<file path="src/rtl/queue_fifo_pkg.sv">
// Shared constants for the operand queue in front of the adder/subtractor datapath.
package queue_fifo_pkg;
  localparam int DATA_W = 10;
  localparam int DEPTH  = 8;
  localparam int ADDR_W = 3;
  localparam int CNT_W  = ADDR_W + 1;

  localparam logic [DATA_W-1:0] POP_DATA_RST = '0;
endpackage

</file>
<file path="src/rtl/queue_fifo_fas.sv">
// N-bit adder/subtractor: s = a + b when d = 0, s = a - b when d = 1.
module queue_fifo_fas #(
  parameter int N = 4
) (
  input  logic [N-1:0] a,
  input  logic [N-1:0] b,
  input  logic         d,
  output logic [N-1:0] s,
  output logic         co
);
  logic [N:0] c;

  assign c[0] = d;

  // Two's-complement subtract: invert b and inject d as carry-in.
  for (genvar i = 0; i < N; i++) begin : g_bit
    logic bx;
    assign bx     = b[i] ^ d;
    assign s[i]   = a[i] ^ bx ^ c[i];
    assign c[i+1] = (a[i] & bx) | (a[i] & c[i]) | (bx & c[i]);
  end

  assign co = c[N];
endmodule

</file>
<file path="src/rtl/queue_fifo.sv">
// 8-entry operand FIFO with registered read data, full/empty and sticky ovf/udf debug flags.
module queue_fifo #(
  parameter int DATA_W = queue_fifo_pkg::DATA_W,
  parameter int DEPTH  = queue_fifo_pkg::DEPTH,
  parameter int ADDR_W = queue_fifo_pkg::ADDR_W,
  parameter int CNT_W  = queue_fifo_pkg::CNT_W
) (
  input  logic              clk,
  input  logic              rst,
  input  logic              push,
  input  logic [DATA_W-1:0] push_data,
  input  logic              pop,
  output logic [DATA_W-1:0] pop_data,
  output logic              pop_valid,
  output logic              full,
  output logic              empty,
  output logic [CNT_W-1:0]  count,
  output logic              ovf,
  output logic              udf
);
  import queue_fifo_pkg::*;

  logic [DATA_W-1:0] mem [DEPTH];
  logic [ADDR_W-1:0] wr_ptr, rd_ptr;
  logic              push_acc, pop_acc;
  logic [CNT_W-1:0]  cnt_s, cnt_nxt;
  logic              cnt_co_unused;

  assign push_acc = push & ~full;
  assign pop_acc  = pop  & ~empty;

  queue_fifo_fas #(.N(CNT_W)) u_cnt (
    .a  (count),
    .b  (CNT_W'(1)),
    .d  (pop_acc & ~push_acc),
    .s  (cnt_s),
    .co (cnt_co_unused)
  );

  // Simultaneous accepted push and pop leaves occupancy unchanged.
  assign cnt_nxt = (push_acc ^ pop_acc) ? cnt_s : count;

  always_ff @(posedge clk) begin
    if (rst) begin
      wr_ptr    <= '0;
      rd_ptr    <= '0;
      count     <= '0;
      full      <= 1'b0;
      empty     <= 1'b1;
      ovf       <= 1'b0;
      udf       <= 1'b0;
      pop_valid <= 1'b0;
      pop_data  <= DATA_W'(POP_DATA_RST);
    end else begin
      if (push_acc) wr_ptr <= wr_ptr + 1'b1;
      if (pop_acc) begin
        rd_ptr   <= rd_ptr + 1'b1;
        pop_data <= mem[rd_ptr];
      end
      pop_valid <= pop_acc;
      count     <= cnt_nxt;
      full      <= (cnt_nxt == CNT_W'(DEPTH));
      empty     <= (cnt_nxt == '0);
      if (push & full)  ovf <= 1'b1;
      if (pop  & empty) udf <= 1'b1;
    end
  end

  // Storage is deliberately not reset; the pointers make stale words unreachable.
  always_ff @(posedge clk) begin
    if (!rst && push_acc) mem[wr_ptr] <= push_data;
  end
endmodule

</file>
<file path="config.mk">
export PLATFORM = sky130hd
export DESIGN_NAME = queue_fifo
export DESIGN_NICKNAME = d
export VERILOG_FILES = /design/src/rtl/queue_fifo_pkg.sv /design/src/rtl/queue_fifo_fas.sv /design/src/rtl/queue_fifo.sv
export SDC_FILE = /design/constraint.sdc
export NUM_CORES = 1
export LEC_CHECK = 0
export CAP_MARGIN = 20
export CORE_AREA = 3 3 100 174
export DETAILED_ROUTE_END_ITERATION = 8
export DIE_AREA = 0 0 103 177
export SETUP_SLACK_MARGIN = 0.5
export SLEW_MARGIN = 20
export SYNTH_ARGS = -nofsm -noshare
export SYNTH_HDL_FRONTEND = slang
export SYNTH_SLANG_ARGS = --single-unit
</file>
<file path="constraint.sdc">
create_clock -name clk -period 3.5 [get_ports clk]
set_input_delay 1.05 -clock clk [delete_from_list [all_inputs] [get_ports clk]]
set_output_delay 1.05 -clock clk [all_outputs]
set_load 0.02 [all_outputs]
</file>
* After elaboration in Yosys (flattened, before gate mapping)
Memories as Yosys holds them, arrays and structs flattened. A register that Yosys moved wholly into a read port is not among the register bits. Index checks and enable logic that the tools add are counted.
Word-level totals: flip-flop bits (word level) 15, bits in latches 0, bits in writable memories 80, memory bits (read-only) 0, input bits 14, output and inout bits 19, logic and storage cells 49, memories 1
Cells by class: add/sub/neg operators 2, $mul 0, divide/modulo/power cells 0, order comparisons 0, equality and inequality tests 1, shifts and indexed selects 0, multiplexer cells 3, bitwise gates (word level) 31, reductions and logical operators 3
Memories:
- mem | words 8, bits a word 10, rd ports 1, clocked after Yosys merged registers in 1, wr ports 1, line queue_fifo.sv:23 | logic [DATA_W-1:0] mem [DEPTH];
Operators with widths (number):
- bitwise AND 1 bit | 13
- bitwise XOR 1 bit | 9
- adder 3 x 1 -> 3 bit (second input constant) | 2
- OR 1 bit | 5
- equality test 4 bit (second input constant) | 1
- logical NOT 4 bit | 1
- 2-to-1 mux 4 bit | 1
- NOT 1 bit | 4
- 2-to-1 mux 1 bit | 2
- logical AND 1 bit | 1
- logical NOT 1 bit | 1

* Longest topological paths before layout
Gate-level depths: netlist of run 1.
depth in word-level cells 16, mapped depth 11, gate-level depth less buffers 10

* Cells and area by module
Synthesis of run 1 repeated with hierarchy kept, for this count alone.
Second synthesis, totals: cell total of the unflattened synthesis 282, area total of the unflattened synthesis 4187.8 µm²
Modules (own cells, without submodules):
- queue_fifo | instances 1, cells an instance 270, area an instance 4066.4 µm², seq. area each 2902.8 µm²
- queue_fifo_fas | instances 1, cells an instance 12, area an instance 121.4 µm², seq. area each 0.0 µm²

* Worst setup path after synthesis of run 1
Ideal clock, no wire load.
path kind input port to flip-flop, from input pop, to register empty, library setup time 0.128 ns, arrival 2.945 ns, required time 3.372 ns, slack 0.427 ns, stages on the path 11, path buffers 1, path through nand2b_1 -> inv_2 -> buf_2 -> ha_1 -> fa_1 -> inv_1 -> fa_1 -> xor2_1 -> or3_4 -> a21oi_2 -> a21oi_1
On the way: longest elaborated chain between the ends 14, elaborated cells between the ends (all ways) 27, classes of those cells mux: 1; bitwise: 25; reduce/logical: 1
Ends and longest elaborated chain:
- start: declaration | line queue_fifo.sv:12 | input logic pop,
- bitwise AND 1 bit * | line queue_fifo.sv:30 | assign pop_acc = pop & ~empty;
- named net pop_acc | line queue_fifo.sv:25 | logic push_acc, pop_acc;
- bitwise AND 1 bit | line queue_fifo.sv:35 | .d (pop_acc & ~push_acc),
- NOT 1 bit (no source line)
- bitwise AND 1 bit | line queue_fifo_fas.sv:20 | assign c[i+1] = (a[i] & bx) | (a[i] & c[i]) | (bx & c[i]);
- OR 1 bit | line queue_fifo_fas.sv:20
- bitwise AND 1 bit | line queue_fifo_fas.sv:20
- OR 1 bit (2 in series) | line queue_fifo_fas.sv:20
- bitwise AND 1 bit | line queue_fifo_fas.sv:20
- OR 1 bit (2 in series) | line queue_fifo_fas.sv:20
- bitwise XOR 1 bit | line queue_fifo_fas.sv:19 | assign s[i] = a[i] ^ bx ^ c[i];
- 2-to-1 mux 4 bit * | line queue_fifo.sv:41 | assign cnt_nxt = (push_acc ^ pop_acc) ? cnt_s : count;
- logical NOT 4 bit * | line queue_fifo.sv:63 | empty <= (cnt_nxt == '0);
- end signal: assignment | line queue_fifo.sv:63
- end: declaration | line queue_fifo.sv:16 | output logic empty,
Mark *: on every way through the listed nets, which the timed path passes. The rest lies on a longest branch. A chain may end at the register's enable or synchronous reset.

* Worst setup path after layout of run 1
from input push, to register empty
On the way: longest elaborated chain between the ends 15, elaborated cells between the ends (all ways) 28, classes of those cells mux: 1; bitwise: 26; reduce/logical: 1
Ends and longest elaborated chain:
- start: declaration | line queue_fifo.sv:10 | input logic push,
- bitwise AND 1 bit * | line queue_fifo.sv:29 | assign push_acc = push & ~full;
- NOT 1 bit | line queue_fifo.sv:35
- bitwise AND 1 bit | line queue_fifo.sv:35
- NOT 1 bit (no source line)
- bitwise AND 1 bit | line queue_fifo_fas.sv:20
- OR 1 bit | line queue_fifo_fas.sv:20
- bitwise AND 1 bit | line queue_fifo_fas.sv:20
- OR 1 bit (2 in series) | line queue_fifo_fas.sv:20
- bitwise AND 1 bit | line queue_fifo_fas.sv:20
- OR 1 bit (2 in series) | line queue_fifo_fas.sv:20
- bitwise XOR 1 bit | line queue_fifo_fas.sv:19
- 2-to-1 mux 4 bit * | line queue_fifo.sv:41
- logical NOT 4 bit * | line queue_fifo.sv:63
Mark *: on every way between the ends. The rest lies on a longest branch, timed or not.

==> results.json, run 1 <==
{
  "yosysMostFrequentCell": "edfxtp_1",
  "fin_cells": 519,
  "grt_usage_pct": 10.4,
  "clockRootBuffer": "clkbuf_16",
  "worst_path_largest_cell_delay_ps": 410,
  "synth_fp_nets": 298,
  "ant_nets": 0,
  "finalCriticalPeriod_ps": 2670,
  "holdPathEnd": "udf$_SDFFE_PP0P_",
  "synth_cell_types": 33,
  "pre_cts_ws_ps": 70.4,
  "crit_arrival_ps": 2880,
  "worstSetupPathType": "primary input to register",
  "fin_area_um2": 5070,
  "crit_path_end_kind": "register",
  "synth-edff-count": 80,
  "syn_inst": 278,
  "rr_endpoint": "empty$_SDFF_PP1_",
  "setup-tns-final_ps": 0,
  "core-area_um2": 16000,
  "slew_headroom_pct": 28.4,
  "cts_inserted_buffers": 9,
  "min_path_type": "register to register",
  "reg2reg_from": "empty$_SDFF_PP1_",
  "fin_ws_ps": 835,
  "dieHeight_um": 177,
  "synthTopCellsByArea": "edfxtp_1, dfxtp_1, mux2i_1",
  "grt_pass1_wl_um": 13900,
  "drt-wirelength-per-cell_um": 17.1,
  "drv_cap": 0,
  "crit_fanout": 2,
  "yosysWarnings": 0,
  "hold_viol": 0,
  "startpoint_type": "primary input",
  "drive_above_1_share_pct": 15.8,
  "htreeDepth": 3,
  "wl_met1_um": 3620,
  "required_ps": 3710,
  "finClkSkew_ps": 7.85,
  "tightest_slew_ps": 1070,
  "place.gp.congestion": 0.735,
  "clk_pin_slew_ps": 60,
  "vdd_ir_drop_max_mv": 0.359,
  "synth_top_area_share_pct": 57.7,
  "n_antenna_cell": 0,
  "dr_total_vias": 2374,
  "cts_tree": "done",
  "synth-seq-cells": 105,
  "clk-insertion-delay-late_ps": 340,
  "critical_path_buf_inv_count": 3,
  "powerDensity_nw_per_um2": 605,
  "synthArstFlopShare_pct": 0,
  "dr.first_iter.drc_count": 123,
  "die_w_um": 103,
  "p_leak_nw": 1.68,
  "grt_overflow": 0,
  "clockBufferDepth": 2,
  "post-place-cells": 499,
  "routed_wirelength_um": 8890,
  "io_buffers": 32,
  "final-setup-viol-count": 0,
  "drc_errors": 0,
  "cp_cell_sequence": "dlymetal6s2s_1, nor2b_4, inv_2, ha_4, fa_2, inv_2, fa_2, xor2_1, or3_4, a21oi_4, a21oi_1",
  "dr.pass1.iters": 4,
  "hold_depth": 2,
  "syn-cell-area_um2": 4160,
  "cp_top_family": "adder cells",
  "viasPerCell": 4.57,
  "reg2reg_depth": 10,
  "antenna_found_initial": 0,
  "yosys-top-cells-count": "edfxtp_1, mux2i_1, dfxtp_1, nor2_1, a22oi_1",
  "area_delta_synth_final_pct": 21.9,
  "dpl_cell_area_um2": 4750,
  "rsz0062_at_grt": "no",
  "first_global_vias": 2527,
  "seq_area_um2": 2900,
  "clock.fmax_mhz": 375,
  "rows": 61,
  "syn_area_per_cell_um2": 15.0,
  "hpwlAfterDp_um": 5890,
  "finalMaxSlewViolations": 0,
  "holdBufCountCts": 0,
  "wl_met3_um": 333,
  "grt_max_degree": 20,
  "met2_length_um": 4730,
  "initial_utilization_pct": 26.0,
  "synth_ff_type": "edfxtp_1",
  "ys_seq_area_share_pct": 69.8,
  "clock-sinks": 105,
  "io_pins": 33,
  "rrSetupSlack_ps": 1260,
  "period_share_pct": 76.2,
  "cp_slowest_cell": "or3_4",
  "top_layer": "met4",
  "hp-start": "udf$_SDFFE_PP0P_",
  "die_area_um2": 18200,
  "fin_nets": 345,
  "synth.largest_area_cell": "edfxtp_1",
  "status": "finished clean",
  "fillers": 1573,
  "multi_input_area_um2": 1160
}
[where the power goes]
| part | internal (mW) | switching, mW | leakage, nW |
|---|---|---|---|
| registers | 1.42 | 0.0849 | 0.928 |
| clock network | 0.481 | 0.429 | 0.129 |
| logic | 0.316 | 0.342 | 0.618 |
[final cells by class]
cell class                      instances  share of cell area [%]
Timing Repair Buffer                   52                    9.37
Clock buffer                            9                    4.44
Tap cell                              189                    4.66
Sequential cell                       105                    57.2
Clock inverter                          7                   0.912
Inverter                                6                   0.444
Multi-Input combinational cell        151                    23.0
[worst max path at each step]
stage / start / endpoint / slack, ps / cells past startpoint
after global routing: push / empty$_SDFF_PP1_ / 760 / 11
after detailed placement: push / empty$_SDFF_PP1_ / 70 / 10
final: push / empty$_SDFF_PP1_ / 830 / 11
after global placement: push / empty$_SDFF_PP1_ / 140 / 10
after CTS: push / empty$_SDFF_PP1_ / 530 / 10
after floorplan: push / mem[2][0]$_DFFE_PP_ / 520 / 4
[cell usage in the layout, fill, tap and decap left out, drive strengths merged]
| cell | netlist | layout |
|---|---|---|
| nor4b | 2 | 2 |
| nor2 | 25 | 25 |
| clkinvlp | 0 | 2 |
| or3 | 1 | 1 |
| nand2b | 2 | 2 |
| a211oi | 1 | 1 |
| nor4 | 2 | 2 |
| a22oi | 20 | 20 |
| fa | 2 | 2 |
| nand2 | 6 | 6 |
| clkinv | 0 | 4 |
| inv | 6 | 7 |
| nor2b | 3 | 3 |
| clkdlybuf4s50 | 0 | 30 |
| ha | 4 | 4 |
| dfxtp | 25 | 25 |
| nor3 | 2 | 2 |
| and2 | 1 | 1 |
| mux2i | 43 | 43 |
| o21ai | 12 | 12 |
| a21oi | 16 | 16 |
| buf | 11 | 20 |
| clkbuf | 5 | 9 |
| edfxtp | 80 | 80 |
| xor2 | 3 | 3 |
| nand3 | 1 | 1 |
| nor3b | 2 | 2 |
| dlymetal6s2s | 0 | 2 |
| xnor2 | 3 | 3 |
[cells by family after synthesis]
family          Yosys count  synth area share (%)
mux                      43                  10.3
xor+xnor                  6                  1.26
simple gates             47                  5.47
fa+ha+maj                 6                  2.16
flops                   105                  69.8
compound gates           49                  7.37
buf+inv                  22                  3.64
[state kept, by name, indices dropped and copies added, names as in the netlist]
register and cells:
mem 80, ovf 1, full 1, count 4, udf 1, rd_ptr 3, pop_valid 1, wr_ptr 3
empty 1, pop_data 10
[metal layers]
layer / vias up / global-route usage, %
met5: - / 0
met4: 0 / 4.70
met3: 13 / 1.97
met2: 44 / 18.3
met1: 1180 / 11.8
li1: 1137 / -
[what timing repair did]
item / in CTS / in global routing
setup endpoints to repair: 2 / 2
endpoints found under the hold margin: 0 / 0
pin swaps: 5 / 5
setup buffers: 1 / 3
resized for setup: 5 / 4
[worst register-to-register path, cell delays in order (launching register included)]
cell	delay [ps]
dfxtp_1	330
nand2b_1	180
inv_2	90
ha_4	150
fa_2	200
inv_2	40
fa_2	350
xor2_1	160
or3_4	410
a21oi_4	160
a21oi_1	50
[through the flow]
stage	total power [mW]	hold WS, ps	util [%]
2_1_floorplan	1.96	492	-
3_3_place_gp	2.15	451	29.6
3_5_place_dp	2.17	460	29.6
4_1_cts	3.10	472	31.5
5_1_grt	3.22	507	31.7
6_report	3.07	469	31.7
No activity file was read; power rests on OpenSTA's default activity.
==> run 2, diff against run 1 <==
==> constraint.sdc (replaced) <==
create_clock -name clk -period 2.5 [get_ports clk]
set_input_delay 0.75 -clock clk [delete_from_list [all_inputs] [get_ports clk]]
set_output_delay 0.75 -clock clk [all_outputs]
set_load 0.02 [all_outputs]
==> run 2 against run 1 <==
  * Sequential power rose by 40%
  * Via count rose by 0.88%
  * Final area rose by 2.3%
  * First-iteration DRC count rose by 23%
  * Non-clock buffer count rose by 9
  * Largest power group unchanged
  * Highest routed layer unchanged
==> results.json, run 2 (synthesis gave the netlist of run 1 again) <==
{
  "period_share_pct": 89.7,
  "cts_inserted_buffers": 9,
  "post-place-cells": 510,
  "holdWs_ps": 474,
  "hpwlAfterDp_um": 6090,
  "n_antenna_cell": 0,
  "dr.first_iter.drc_count": 151,
  "crit_arrival_ps": 2470,
  "dieHeight_um": 177,
  "core-area_um2": 16000,
  "vdd_ir_drop_max_mv": 0.374,
  "place.gp.congestion": 0.711,
  "hold_viol": 0,
  "required_ps": 2730,
  "worstSetupPathType": "primary input to register",
  "reg2reg_from": "empty$_SDFF_PP1_",
  "clock-sinks": 105,
  "min_path_type": "register to register",
  "io_buffers": 32,
  "fin_cells": 528,
  "drv_cap": 0,
  "clk_pin_slew_ps": 60,
  "wl_met1_um": 3300,
  "cts_tree": "done",
  "fillers": 1592,
  "final-setup-viol-count": 0,
  "startpoint_type": "primary input",
  "layout_common_cells": "edfxtp_1, mux2i_1, buf_4",
  "clockRootBuffer": "clkbuf_16",
  "dr.pass1.iters": 4,
  "drc_errors": 0,
  "status": "finished clean",
  "drt-wirelength-per-cell_um": 16.4,
  "p_leak_nw": 1.81,
  "tightest_slew_ps": 599,
  "met2_length_um": 4920,
  "clockBufferDepth": 2,
  "drive_above_1_share_pct": 20.4,
  "initial_utilization_pct": 26.0,
  "ant_nets": 0,
  "io_pins": 33,
  "crit_fanout": 2,
  "clock.fmax_mhz": 446,
  "clk-insertion-delay-late_ps": 340,
  "hp-start": "ovf$_SDFFE_PP0P_",
  "top_layer": "met4",
  "viasPerCell": 4.54,
  "powerDensity_nw_per_um2": 833,
  "holdBufCountCts": 0,
  "grt_usage_pct": 10.2,
  "dr_total_vias": 2395,
  "finalCriticalPeriod_ps": 2240,
  "die_w_um": 103,
  "slew_headroom_pct": 60.0,
  "largest_reg_flops": 80,
  "area_delta_synth_final_pct": 24.7,
  "rows": 61,
  "reg_top3": "mem x80, pop_data x10, count x4",
  "grt_pass1_wl_um": 13500,
  "fin_nets": 354,
  "rsz0062_at_grt": "yes",
  "finClkSkew_ps": 6.63,
  "wl_met3_um": 250,
  "grt_overflow": 0,
  "routed_wirelength_um": 8680,
  "antenna_found_initial": 0,
  "crit_path_end_kind": "register",
  "htreeDepth": 3,
  "mostFrequentLayoutCell": "edfxtp_1",
  "first_global_vias": 2481,
  "startpoint": "push",
  "top_register": "mem",
  "pre_cts_ws_ps": -597,
  "finalMaxSlewViolations": 0,
  "grt_max_degree": 31,
  "fin_ws_ps": 257,
  "die_area_um2": 18200
}
-- run 2: cell count changes in the layout (fill, tap and decap cells not counted), sizes merged --
| cell | delta |
|---|---|
| dlygate4sd2 | +19 |
| inv | -1 |
| dlymetal6s2s | -1 |
| clkinvlp | -1 |
| clkbuf | +4 |
| clkdlybuf4s50 | -20 |
| buf | +11 |
| clkinv | -2 |
-- run 2: path summary, 6_finish.rpt --
path                                    endpoint  slack, ps  cells past startpoint
worst min-delay path            ovf$_SDFFE_PP0P_        470                      2
worst max-delay path            empty$_SDFF_PP1_        260                     11
worst min register to register  ovf$_SDFFE_PP0P_        470                      2
worst max register to register  empty$_SDFF_PP1_        400                     10
-- run 2: worst max-delay path, stage by stage --
cell	delay [ps]
buf_6	90
nor2b_4	120
inv_2	70
ha_4	130
fa_2	190
inv_2	40
fa_2	360
xor2_2	160
or3_4	360
a21oi_4	140
a21oi_1	50
-- run 2: area by class of cell --
| class | instances | area (um^2) | share of cell area, % |
|---|---|---|---|
| multi-input cells | 151 | 1220 | 23.6 |
| inverters | 6 | 25.0 | 0.482 |
| flip-flops and latches | 105 | 2900 | 56.0 |
| well taps | 189 | 236 | 4.56 |
| repair buffers | 61 | 526 | 10.1 |
| clock inverters | 3 | 16.3 | 0.313 |
| clock buffers | 13 | 260 | 5.01 |
-- run 2: stage by stage --
step / power (mW) / cell area, um^2 / utilization [%] / TNS, ps
2_1_floorplan: 2.78 / 4220 / - / -1030
3_3_place_gp: 3.09 / 4870 / 30.4 / -4840
3_5_place_dp: 3.11 / 4870 / 30.4 / -5590
4_1_cts: 4.37 / 5150 / 32.1 / 0
5_1_grt: 4.54 / 5190 / 32.4 / 0
6_report: 4.33 / 5190 / 32.4 / 0
-- run 2: repair_timing --
item | in CTS | in global routing
setup buffers | 1 | 1
gates cloned | 0 | 0
gates resized for setup | 33 | 6
pin swaps | 7 | 7
setup endpoints to repair | 105 | 28
-- run 2: power by group --
group          internal [mW]  switching (mW)  leakage [nW]
Combinational          0.434           0.506         0.751
Clock                  0.725           0.563         0.133
Sequential              1.99           0.109         0.928
Total                   3.15            1.18          1.81
-- run 2: layer usage --
metal	GRT usage, %	vias to the layer above
met1	10.9	1191
met5	0	-
met2	18.2	45
li1	-	1146
met3	2.25	13
met4	5.08	0
==> run 3, diff against run 2 <==
--- a/config.mk
+++ b/config.mk
@@ -14,3 +14,4 @@
 export SYNTH_ARGS = -nofsm -noshare
 export SYNTH_HDL_FRONTEND = slang
 export SYNTH_SLANG_ARGS = --single-unit
+export TNS_END_PERCENT = 10
==> constraint.sdc (replaced) <==
create_clock -name clk -period 2.15 [get_ports clk]
set_input_delay 0.43 -clock clk [delete_from_list [all_inputs] [get_ports clk]]
set_output_delay 0.43 -clock clk [all_outputs]
set_load 0.02 [all_outputs]
==> run 3 against run 2 <==
  * Via count grew 0.54%
  * Critical endpoint unchanged
  * Highest routed layer unchanged
  * Largest power group unchanged
  * Register-to-register slack lost 330 ps
  * Sequential cell count is the same
==> results.json, run 3 (synthesis gave the netlist of run 1 again) <==
{
  "grt_usage_pct": 10.0,
  "grt_pass1_wl_um": 13300,
  "fin_nets": 358,
  "crit_path_end_kind": "register",
  "setup-tns-final_ps": 0,
  "place.gp.congestion": 0.729,
  "dr_total_vias": 2408,
  "die_w_um": 103,
  "drt-wirelength-per-cell_um": 16.2,
  "cts_tree": "done",
  "mostFrequentLayoutCell": "edfxtp_1",
  "worstSetupPathType": "register to register",
  "dr.first_iter.drc_count": 221,
  "startpoint_type": "register",
  "powerDensity_nw_per_um2": 954,
  "reg2reg_from": "empty$_SDFF_PP1_",
  "critical_path_buf_inv_count": 2,
  "area_delta_synth_final_pct": 27.4,
  "cp_slowest_cell": "or3_4",
  "hp-start": "udf$_SDFFE_PP0P_",
  "clock.fmax_mhz": 481,
  "period_share_pct": 96.7,
  "clock-sinks": 105,
  "holdBufCountCts": 0,
  "pre_cts_ws_ps": -609,
  "rr_endpoint": "empty$_SDFF_PP1_",
  "first_global_vias": 2487,
  "drv_cap": 0,
  "hold_viol": 0,
  "io_buffers": 32,
  "cts_inserted_buffers": 9,
  "cp_top_family": "adder cells",
  "crit_fanout": 2,
  "rrSetupSlack_ps": 70,
  "hpwlAfterDp_um": 6100,
  "clockRootBuffer": "clkbuf_16",
  "grt_overflow": 0,
  "routed_wirelength_um": 8590,
  "drc_errors": 0,
  "worst_path_largest_cell_delay_ps": 360,
  "holdPathEnd": "udf$_SDFFE_PP0P_",
  "min_path_type": "register to register",
  "n_antenna_cell": 0,
  "die_area_um2": 18200,
  "dieHeight_um": 177,
  "required_ps": 2380,
  "clockBufferDepth": 2,
  "rows": 61,
  "tightest_slew_ps": 581,
  "grt_max_degree": 35,
  "io_pins": 33,
  "crit_arrival_ps": 2310,
  "reg_top3": "mem x80, pop_data x10, count x4",
  "finalPower_mw": 5.06,
  "largest_reg_flops": 80,
  "ant_nets": 0,
  "p_leak_nw": 2.06,
  "rsz0062_at_grt": "yes",
  "dr.pass1.iters": 4,
  "viasPerCell": 4.53,
  "status": "finished clean",
  "top_register": "mem",
  "initial_utilization_pct": 26.0,
  "slew_headroom_pct": 61.2,
  "hold_depth": 2,
  "final-setup-viol-count": 0,
  "drive_above_1_share_pct": 20.7,
  "core-area_um2": 16000,
  "cpMostUsedCell": "fa_2",
  "finalMaxSlewViolations": 0,
  "clk_pin_slew_ps": 60,
  "finalCriticalPeriod_ps": 2080,
  "fin_ws_ps": 70.9,
  "htreeDepth": 3,
  "cp_cell_sequence": "nand2b_4, inv_4, ha_4, fa_2, inv_2, fa_2, xor2_1, or3_4, a21oi_4, a21oi_2",
  "vdd_ir_drop_max_mv": 0.409,
  "layout_common_cells": "edfxtp_1, mux2i_1, buf_4",
  "reg2reg_depth": 10,
  "clk-insertion-delay-late_ps": 340,
  "antenna_found_initial": 0,
  "finClkSkew_ps": 6.34
}
[run 3: changes by cell type in the layout (fill, tap and decap cells not counted), sizes merged]
cell           change
clkdlybuf4s50      +1
clkinvlp           -1
clkbuf             -1
dlymetal6s2s      +18
clkinv             +2
buf                +2
dlygate4sd2       -17
[run 3: tightest hold or removal path, stage by stage (launching register included)]
cell     delay [ps]
dfxtp_1         330
a21oi_1          40
nor2_1           70
[run 3: timing repair]
action,4_1_cts,5_1_grt
setup buffers,1,0
resized for setup,9,28
setup endpoints to repair,105,61
pin swaps,3,3
[run 3: metal layers]
metal,track usage [%],routed length [um],up-vias
li1,-,-,1157
met1,10.5,3190,1204
met2,18.1,4930,31
met3,1.34,152,16
met4,6.16,317,0
met5,0,0,-
[run 3: through the flow]
step | cell area (um^2) | instances | utilization [%] | hold slack (ps)
5_1_grt | 5300 | 532 | 33.1 | 502
3_3_place_gp | 4900 | 515 | 30.6 | 452
2_1_floorplan | 4210 | 278 | - | 492
4_1_cts | 5200 | 532 | 32.5 | 475
6_report | 5300 | 532 | 33.1 | 470
3_5_place_dp | 4900 | 515 | 30.6 | 462
[run 3: final cells by class]
cell class,instances,area (um^2)
Fill cell,1566,10700
Sequential cell,105,2910
Multi-Input combinational cell,151,1230
Timing Repair Buffer,65,633
Clock buffer,12,246
Tap cell,189,236
Inverter,6,25.0
Clock inverter,4,18.8
[run 3: power by group]
group          switching [mW]  leakage, nW  internal, mW
sequential              0.113        0.929          2.32
combinational           0.602        0.998         0.564
clock                   0.651        0.134         0.807
[run 3: worst max-delay path by stage]
| stage | startpoint | endpoint | depth (start not counted) |
|---|---|---|---|
| 3_3_place_gp | push | empty$_SDFF_PP1_ | 10 |
| 4_1_cts | empty$_SDFF_PP1_ | empty$_SDFF_PP1_ | 10 |
| 3_5_place_dp | push | empty$_SDFF_PP1_ | 10 |
| 2_1_floorplan | push | empty$_SDFF_PP1_ | 11 |
| 5_1_grt | empty$_SDFF_PP1_ | empty$_SDFF_PP1_ | 10 |
| 6_report | empty$_SDFF_PP1_ | empty$_SDFF_PP1_ | 10 |
